## src/rtl/seven_seg_scan_ctrl.sv

```systemverilog
// Four-digit seven-segment scan controller.
// A shadow register holds the displayed value. A prescaler steps the digit
// select once per slot, and updates to the shadow are applied only at frame
// boundaries so that a frame never mixes two values.
// All outputs are registered. Each output is computed from the next-state
// values, so the anode and segment lines always match the dig_sel shown in
// the same cycle.
//
//   state | meaning
//   IDLE  | display blanked, prescaler/dig_sel held 0, loads go straight to shadow
//   SCAN  | digits multiplexed, loads deferred to the frame boundary
module seven_seg_scan_ctrl #(
  parameter int unsigned CLK_DIV = 50000
) (
  input  logic        clk,
  input  logic        rst_n,
  input  logic        enable,
  input  logic [15:0] value_in,
  input  logic        load,
  input  logic        blank_lz,
  output logic [1:0]  dig_sel,
  output logic [3:0]  an_n,
  output logic [6:0]  seg_n,
  output logic        frame_done,
  output logic        load_pending
);

  localparam int unsigned CNT_W = (CLK_DIV > 1) ? $clog2(CLK_DIV) : 1;
  localparam logic [CNT_W-1:0] CNT_LAST = CNT_W'(CLK_DIV - 1);

  typedef enum logic {IDLE, SCAN} state_t;

  state_t           state_q, state_d;
  logic [CNT_W-1:0] cnt_q, cnt_d;
  logic [1:0]       dig_q, dig_d;
  logic [15:0]      shadow_q, shadow_d;
  logic [15:0]      pend_val_q, pend_val_d;
  logic             pend_q, pend_d;
  logic [3:0]       an_q, an_d;
  logic [6:0]       seg_q, seg_d;
  logic             fd_q, fd_d;
  logic             tick, wrap, lz, blank;
  logic [3:0]       nib;

  function automatic logic [6:0] hex_to_seg(input logic [3:0] n);
    logic [6:0] s;
    case (n)
      4'h0: s = 7'h40;  4'h1: s = 7'h79;  4'h2: s = 7'h24;  4'h3: s = 7'h30;
      4'h4: s = 7'h19;  4'h5: s = 7'h12;  4'h6: s = 7'h02;  4'h7: s = 7'h78;
      4'h8: s = 7'h00;  4'h9: s = 7'h10;  4'hA: s = 7'h08;  4'hB: s = 7'h03;
      4'hC: s = 7'h46;  4'hD: s = 7'h21;  4'hE: s = 7'h06;  default: s = 7'h0E;
    endcase
    return s;
  endfunction

  // Next-state for the sequencer, prescaler, shadow/pending regs and the outputs.
  always_comb begin
    state_d    = state_q;
    cnt_d      = cnt_q;
    dig_d      = dig_q;
    shadow_d   = shadow_q;
    pend_val_d = pend_val_q;
    pend_d     = pend_q;
    fd_d       = 1'b0;
    tick       = 1'b0;
    wrap       = 1'b0;
    case (state_q)
      SCAN: begin
        if (!enable) begin
          // Leaving SCAN: flush any deferred value so it is not lost.
          state_d = IDLE;
          cnt_d   = '0;
          dig_d   = 2'd0;
          pend_d  = 1'b0;
          if (load)        shadow_d = value_in;
          else if (pend_q) shadow_d = pend_val_q;
        end else begin
          tick  = (cnt_q == CNT_LAST);
          cnt_d = tick ? '0 : cnt_q + 1'b1;
          dig_d = dig_q + {1'b0, tick};
          wrap  = tick && (dig_q == 2'd3);
          fd_d  = wrap;
          if (wrap) begin
            // A load on the boundary edge is newer than anything pending.
            pend_d = 1'b0;
            if (load)        shadow_d = value_in;
            else if (pend_q) shadow_d = pend_val_q;
          end else if (load) begin
            pend_d     = 1'b1;
            pend_val_d = value_in;
          end
        end
      end
      default: begin
        cnt_d  = '0;
        dig_d  = 2'd0;
        pend_d = 1'b0;
        if (load)   shadow_d = value_in;
        if (enable) state_d  = SCAN;
      end
    endcase

    case (dig_d)
      2'd1:    lz = (shadow_d[15:4] == 12'h000);
      2'd2:    lz = (shadow_d[15:8] == 8'h00);
      2'd3:    lz = (shadow_d[15:12] == 4'h0);
      default: lz = 1'b0;
    endcase
    blank = blank_lz && lz;
    nib   = shadow_d[{dig_d, 2'b00} +: 4];

    if (state_d == SCAN) begin
      an_d  = ~(4'b0001 << dig_d);
      seg_d = blank ? 7'h7F : hex_to_seg(nib);
    end else begin
      an_d  = 4'b1111;
      seg_d = 7'h7F;
    end
  end

  // State and output registers with asynchronous reset.
  always_ff @(posedge clk or negedge rst_n) begin
    if (!rst_n) begin
      state_q    <= IDLE;
      cnt_q      <= '0;
      dig_q      <= 2'd0;
      shadow_q   <= 16'h0000;
      pend_val_q <= 16'h0000;
      pend_q     <= 1'b0;
      an_q       <= 4'b1111;
      seg_q      <= 7'h7F;
      fd_q       <= 1'b0;
    end else begin
      state_q    <= state_d;
      cnt_q      <= cnt_d;
      dig_q      <= dig_d;
      shadow_q   <= shadow_d;
      pend_val_q <= pend_val_d;
      pend_q     <= pend_d;
      an_q       <= an_d;
      seg_q      <= seg_d;
      fd_q       <= fd_d;
    end
  end

  assign dig_sel      = dig_q;
  assign an_n         = an_q;
  assign seg_n        = seg_q;
  assign frame_done   = fd_q;
  assign load_pending = pend_q;

endmodule

```

## config.mk

```make
export PLATFORM = sky130hd
export DESIGN_NAME = seven_seg_scan_ctrl
export DESIGN_NICKNAME = d
export VERILOG_FILES = /design/src/rtl/seven_seg_scan_ctrl.sv
export SDC_FILE = /design/constraint.sdc
export NUM_CORES = 1
export LEC_CHECK = 0
export BUFFER_PORTS_ARGS = -buffer_cell sky130_fd_sc_hd__buf_2
export CORE_UTILIZATION = 28
export CTS_CLUSTER_DIAMETER = 40
export CTS_CLUSTER_SIZE = 12
export DETAILED_ROUTE_END_ITERATION = 7
export HOLD_SLACK_MARGIN = 0.02
export PLACE_DENSITY = 0.46
export SLEW_MARGIN = 0
export SYNTH_ARGS = -nofsm -noshare
export SYNTH_HDL_FRONTEND = slang
export SYNTH_SLANG_ARGS = --single-unit
```

## constraint.sdc

```tcl
create_clock -name clk -period 3.71 [get_ports clk]
set_input_delay 0.371 -clock clk [delete_from_list [all_inputs] [get_ports clk]]
set_output_delay 0.371 -clock clk [all_outputs]
set_load 0.005 [all_outputs]
```

Yosys cells after proc, flatten, opt, wreduce, memory -nomap -nowiden --
Memories as Yosys holds them, arrays and structs flattened. Index checks and enable logic that the tools add are counted.
Storage, ports and cells: memory bits (read-only) 112, bits in latches 0, input bits 21, register bits after elaboration 64, memories kept 1, RAM bits 0
Memories:
- (name not given) | depth 16, bits a word 7, read ports 1, clocked after Yosys merged registers in 0, write ports 0, RTL line 47 | case (n)
Operators by class: reductions and logical operators 6, $add $sub $neg 2, shift-type cells 2, div/mod/pow operators 0, multiplexer cells 22, multipliers 0, bitwise logic cells 2, magnitude comparators 0, equality and inequality tests 6
Operator list (count):
- $mux W16 | 9
- $add A16 B1 Y16 const B | 1
- $eq A16 B16 Y1 const B | 1
- $shiftx A16 B5 Y4 | 1
- $mux W7 | 2
- $logic_not A12 Y1 | 1
- $logic_not A8 Y1 | 1
- $mux W1 | 7
- $eq A2 B2 Y1 const B | 3
- $logic_not A4 Y1 | 1
- $mux W2 | 2
- $mux W4 | 1
- $ne A4 B3 Y1 const B | 1
- $not A4 Y4 | 1
- $reduce_and A4 Y1 | 1
- $shl A1 B2 Y4 const A | 1
- $pmux W1 S3 | 1
- $add A2 B1 Y2 | 1
- $eq A2 B1 Y1 const B | 1
- $logic_and A1 B1 Y1 | 2
- $not A1 Y1 | 1

Depth between registers and ports, before layout --
depth after elaboration 10, depth in mapped cells 15, mapped depth without buffers 15

Worst setup path before layout --
OpenSTA, ideal clock, no wires.
path type reg2reg, from register cnt_q[7], to register seg_q[4] (netlist: seg_n[4]), arrival time 3.189 ns, data required time 3.629 ns, cell stages (with the launch flop) 11, library setup time 0.081 ns, slack 0.439 ns, buffers on the path 0, cells stage by stage dfrtp_1 or4b_4 o41ai_4 nand2_4 a221o_1 a22o_1 a211oi_2 inv_1 ha_1 mux2_2 o211ai_1
Between the ends: cells in the longest elaborated chain, start to end 10, elaborated cells on any way between the ends 20
RTL lines:
- from (decl) | RTL line 34 | logic [CNT_W-1:0] cnt_q, cnt_d;
- from (signal assigned) | RTL line 135 | cnt_q <= cnt_d;
- $eq A16 B16 Y1 (*) | RTL line 78 | tick = (cnt_q == CNT_LAST);
- parallel branches: the longest is 7 deep, another holds $mem_v2 Z16 W7
- $mux W7 (*) | RTL line 114 | seg_d = blank ? 7'h7F : hex_to_seg(nib);
- $mux W7 (*) | RTL line 112 | if (state_d == SCAN) begin
- named net seg_d[4] | RTL line 40 | logic [6:0] seg_q, seg_d;
- to (signal assigned) | RTL line 141 | seg_q <= seg_d;
- to (decl) | RTL line 40
Mark *: on every way through the listed nets, which the timed path passes. A chain may end at the register's enable or synchronous reset.

Worst setup path after layout --
from register cnt_q[7], to register seg_q[3] (netlist: seg_n[3])
Same word-level chain as after synthesis.

==> results_tabular.tex <==
\begin{tabular}{lr}
\hline
Metric & Value \\
\hline
\multicolumn{2}{l}{\textbf{Global route}} \\
\quad Pin count of the biggest net entering global routing & 26 \\
\quad Via count of the first global-routing pass & 3188 \\
\quad Wire length of the first global-routing pass & 17100 um \\
\quad Total congestion overflow after global routing & 0 \\
\quad GRT Resource Usage Total & 16.8\% \\
\quad Initial antenna violation count & 0 \\
\multicolumn{2}{l}{\textbf{CTS}} \\
\quad Clock tree from TritonCTS & built \\
\quad Number of hold buffers added after cts & 0 \\
\quad Clock sink count & 64 \\
\quad Maximum level of the CTS H-tree & 3 \\
\quad Clock buffer count from CTS & 9 \\
\quad Clock tree buffer depth & 2 \\
\quad Clock edge transition at the registers on the reported setup and hold paths & 60 ps \\
\quad Insertion delay to the later sink of the worst-skew pair & 340 ps \\
\quad Clock root buffer & sky130\_fd\_sc\_hd\_\_clkbuf\_16 \\
\multicolumn{2}{l}{\textbf{Drt}} \\
\quad Remaining antenna violation count & 0 \\
\quad Remaining routing DRC violations & 0 \\
\quad Ratio of routed vias to standard cells & 5.12 \\
\quad Final Routed Wirelength & 10300 um \\
\quad Pre-antenna DRT Iters & 5 \\
\quad 1st-iter DRT viols & 219 \\
\quad Total number of vias & 3121 \\
\quad Detail-routed net length per standard cell & 16.9 um \\
\multicolumn{2}{l}{\textbf{Yosys}} \\
\quad Ranking of synthesized cells by area & sky130\_fd\_sc\_hd\_\_dfrtp\_1 (36\%), sky130\_fd\_sc\_hd\_\_dfstp\_2 (7.8\%), sky130\_fd\_sc\_hd\_\_mux2\_2 (5.8\%) \\
\quad Proportion of netlist area held by the largest area contributor & 35.9\% \\
\quad Synth Warn \# & 0 \\
\quad Async set-or-reset flop fraction in the synthesized netlist & 100\% \\
\quad Yosys top cell by area & sky130\_fd\_sc\_hd\_\_dfrtp\_1 \\
\quad Syn Area/Cell & 10.1 sq um \\
\quad EDFF count, synth & 0 \\
\quad Number of synthesized register bits & 64 \\
\quad Post-synthesis net count & 394 \\
\quad Sequential fraction of the synthesis area & 43.8\% \\
\quad Cell count after synthesis & 366 \\
\quad Post-synth top flop & sky130\_fd\_sc\_hd\_\_dfrtp\_1 \\
\quad Distinct cell type count after synthesis & 74 \\
\quad Mapped Area & 3690 sq um \\
\multicolumn{2}{l}{\textbf{Timing}} \\
\quad Setup repair after global routing missed its margin & yes \\
\quad Fmax achieved & 0.289 GHz \\
\quad Minimum hold slack & 22.0 ps \\
\quad Worst-Margin Slew & 640 ps \\
\quad Final setup violation count & 0 \\
\quad Number of hold-slack violations in the final timing report & 0 \\
\quad Minimum clock period after layout & 3460 ps \\
\quad Worst Slack Setup Final & 249 ps \\
\quad Final-layout setup total negative slack & 0 ps \\
\quad Final critical-path share of the clock period & 93.3\% \\
\quad Final slew viol count & 0 \\
\quad Worst Clk Skew & 11.1 ps \\
\quad Relative slew slack & 56.6\% \\
\multicolumn{2}{l}{\textbf{Run}} \\
\quad \# Max-Cap Violations & 0 \\
\multicolumn{2}{l}{\textbf{Final layout}} \\
\quad Syn-to-layout area delta & 23.6\% \\
\quad Share of post-route cells with drive strength above 1 & 30.4\% \\
\quad Antenna Diode Count & 0 \\
\quad Final Instance Count excl. Fillers & 609 \\
\quad Nets & 460 \\
\quad Fill cell count & 1343 \\
\multicolumn{2}{l}{\textbf{Placed design}} \\
\quad Worst slack after detailed placement & 167 ps \\
\quad Placed wire-length estimate & 7660 um \\
\quad Placed cell count & 591 \\
\quad Count of buffers inserted at the top-level ports & 35 \\
\quad GP Congestion & 0.849 \\
\multicolumn{2}{l}{\textbf{Power and ir drop}} \\
\quad Switching fraction of total power & 27.2\% \\
\quad Fraction of power consumed by combinational cells & 18.5\% \\
\quad Internal Dissipation & 1430 uW \\
\quad Cell Pwr Density & 432 nW/um\^{}2 \\
\quad Leakage power figure & 0.00195 uW \\
\quad P\_sw & 536 uW \\
\quad Worst IR Drop VDD & 0.000218 V \\
\quad Final total power & 1970 uW \\
\quad Clk network pwr share & 39.9\% \\
\quad Share of total power in sequential cells & 41.6\% \\
\multicolumn{2}{l}{\textbf{Die}} \\
\quad Starting Density & 29.0\% \\
\quad I/O Pins & 36 \\
\quad Floorplan Core Area & 12700 sq um \\
\quad Height of the die & 117 um \\
\quad Die area & 13600 sq um \\
\quad Die W & 117 um \\
\quad Placement row count & 41 \\
\multicolumn{2}{l}{\textbf{Setup path}} \\
\quad Worst Setup EP & seg\_n[3] \\
\quad Sort of element at the end of the critical path & flop \\
\quad Crit path kind & reg2reg \\
\quad Flop-to-flop setup slack & 250 ps \\
\quad Required time worst endpoint & 3970 ps \\
\quad Arrival time worst endpoint & 3720 ps \\
\quad Worst R2R Path Depth & 13 \\
\quad Worst R2R Start & cnt\_q[7] \\
\quad Element type at the critical path start & flop \\
\quad Critical path launch point & cnt\_q[7] \\
\quad Critical path fanouts, max & 5 \\
\quad Worst reg2reg endpoint & seg\_n[3] \\
\multicolumn{2}{l}{\textbf{Worst hold path}} \\
\quad Worst hold path class & in2async \\
\multicolumn{2}{l}{\textbf{Run status}} \\
\quad Status & finished clean \\
\hline
\end{tabular}
[worst max-delay path, stage by stage (launching register included)]
cell	delay, ps
sky130_fd_sc_hd__dfrtp_1	370
sky130_fd_sc_hd__or4b_4	570
sky130_fd_sc_hd__nor4_1	320
sky130_fd_sc_hd__ha_2	290
sky130_fd_sc_hd__xor2_2	110
sky130_fd_sc_hd__nand2_1	150
sky130_fd_sc_hd__nor2_1	80
sky130_fd_sc_hd__buf_4	140
sky130_fd_sc_hd__a222oi_1	310
sky130_fd_sc_hd__a21boi_4	300
sky130_fd_sc_hd__buf_4	150
sky130_fd_sc_hd__ha_1	240
sky130_fd_sc_hd__o21a_1	200
sky130_fd_sc_hd__o211ai_1	150
[layout make-up]
cell class                 count  area, sq um  share of cell area, %
clock buffer                  12          256                   5.62
clock inverter                 4         20.0                  0.439
tap                          172          215                   4.72
timing repair buffer          68          448                   9.82
inverter                      17         63.8                   1.40
sequential                    64         1620                   35.4
multi-input combinational    272         1940                   42.6
[metal layers]
layer | track usage [%] | wire [um]
met5 | 0 | 0
met2 | 25.8 | 4620
met1 | 23.3 | 5040
met4 | 7.00 | 216
met3 | 3.14 | 441
[timing repair]
item / in CTS / in global routing
setup buffers: 0 / 2
gates resized for setup: 0 / 2
endpoints found under the setup margin: 0 / 7
[worst min-delay path by stage]
stage / slack [ps] / endpoint / startpoint
2_1_floorplan: 80 / cnt_q[0] / rst_n
3_3_place_gp: 410 / shadow_q[9] / rst_n
3_5_place_dp: 420 / shadow_q[15] / rst_n
4_1_cts: 50 / shadow_q[15] / rst_n
5_1_grt: 70 / shadow_q[15] / rst_n
6_report: 20 / shadow_q[15] / rst_n
[synth_stat cells (8+ instances only)]
cell type,count
sky130_fd_sc_hd__dfstp_2,11
sky130_fd_sc_hd__nand3_1,17
sky130_fd_sc_hd__mux2i_1,9
sky130_fd_sc_hd__xor2_1,8
sky130_fd_sc_hd__nor2_1,34
sky130_fd_sc_hd__nand2_1,21
sky130_fd_sc_hd__o21ai_0,17
sky130_fd_sc_hd__mux2_2,19
sky130_fd_sc_hd__dfrtp_1,53
sky130_fd_sc_hd__a21oi_1,17
sky130_fd_sc_hd__inv_1,16
[through the flow]
step | util, % | cell area (sq um)
2_1_floorplan | - | 3690
3_3_place_gp | 33.5 | 4260
3_5_place_dp | 33.5 | 4260
4_1_cts | 35.7 | 4540
5_1_grt | 35.8 | 4560
6_report | 35.8 | 4560
[sequential cells by signal, summed over array words and instances, names as in the netlist]
name          cells
frame_done        1
shadow_q         16
cnt_q            16
state_q           1
load_pending      1
an_n              4
pend_val_q       16
dig_sel           2
seg_n             7
[power groups by stage]
stage / clock (uW) / sequential [uW] / combinational, uW
global placement: 0 / 830 / 359
finish: 786 / 820 / 364
floorplan: 0 / 821 / 233
detailed placement: 0 / 831 / 361
CTS: 809 / 820 / 363
global route: 837 / 829 / 405
[logic make-up (layout without fill, tap and decap cells)]
logic type                 Yosys count  in the layout  share of synthesized area, %
muxes                               29             29                          8.64
DFF                                 64             64                          43.8
AOI/OAI and AO/OA                   96             96                          20.0
and+or+nand+nor                    125            125                          17.7
xor gates and xnor gates            15             15                          3.56
adders and majority gates            7              7                          2.37
buffers and inverters               30            101                          3.90
[cell usage in the layout (no fill, tap or decap), types with 9 or more instances in the layout]
cell                        count
sky130_fd_sc_hd__nand2_1       21
sky130_fd_sc_hd__dfstp_2       11
sky130_fd_sc_hd__buf_4         31
sky130_fd_sc_hd__o21ai_0       17
sky130_fd_sc_hd__mux2_2        19
sky130_fd_sc_hd__a21oi_1       17
sky130_fd_sc_hd__dfrtp_1       53
sky130_fd_sc_hd__inv_1         16
sky130_fd_sc_hd__buf_2         35
sky130_fd_sc_hd__clkbuf_16      9
sky130_fd_sc_hd__nand3_1       17
sky130_fd_sc_hd__mux2i_1        9
sky130_fd_sc_hd__nor2_1        34
Power figures use the tool's default switching activity.
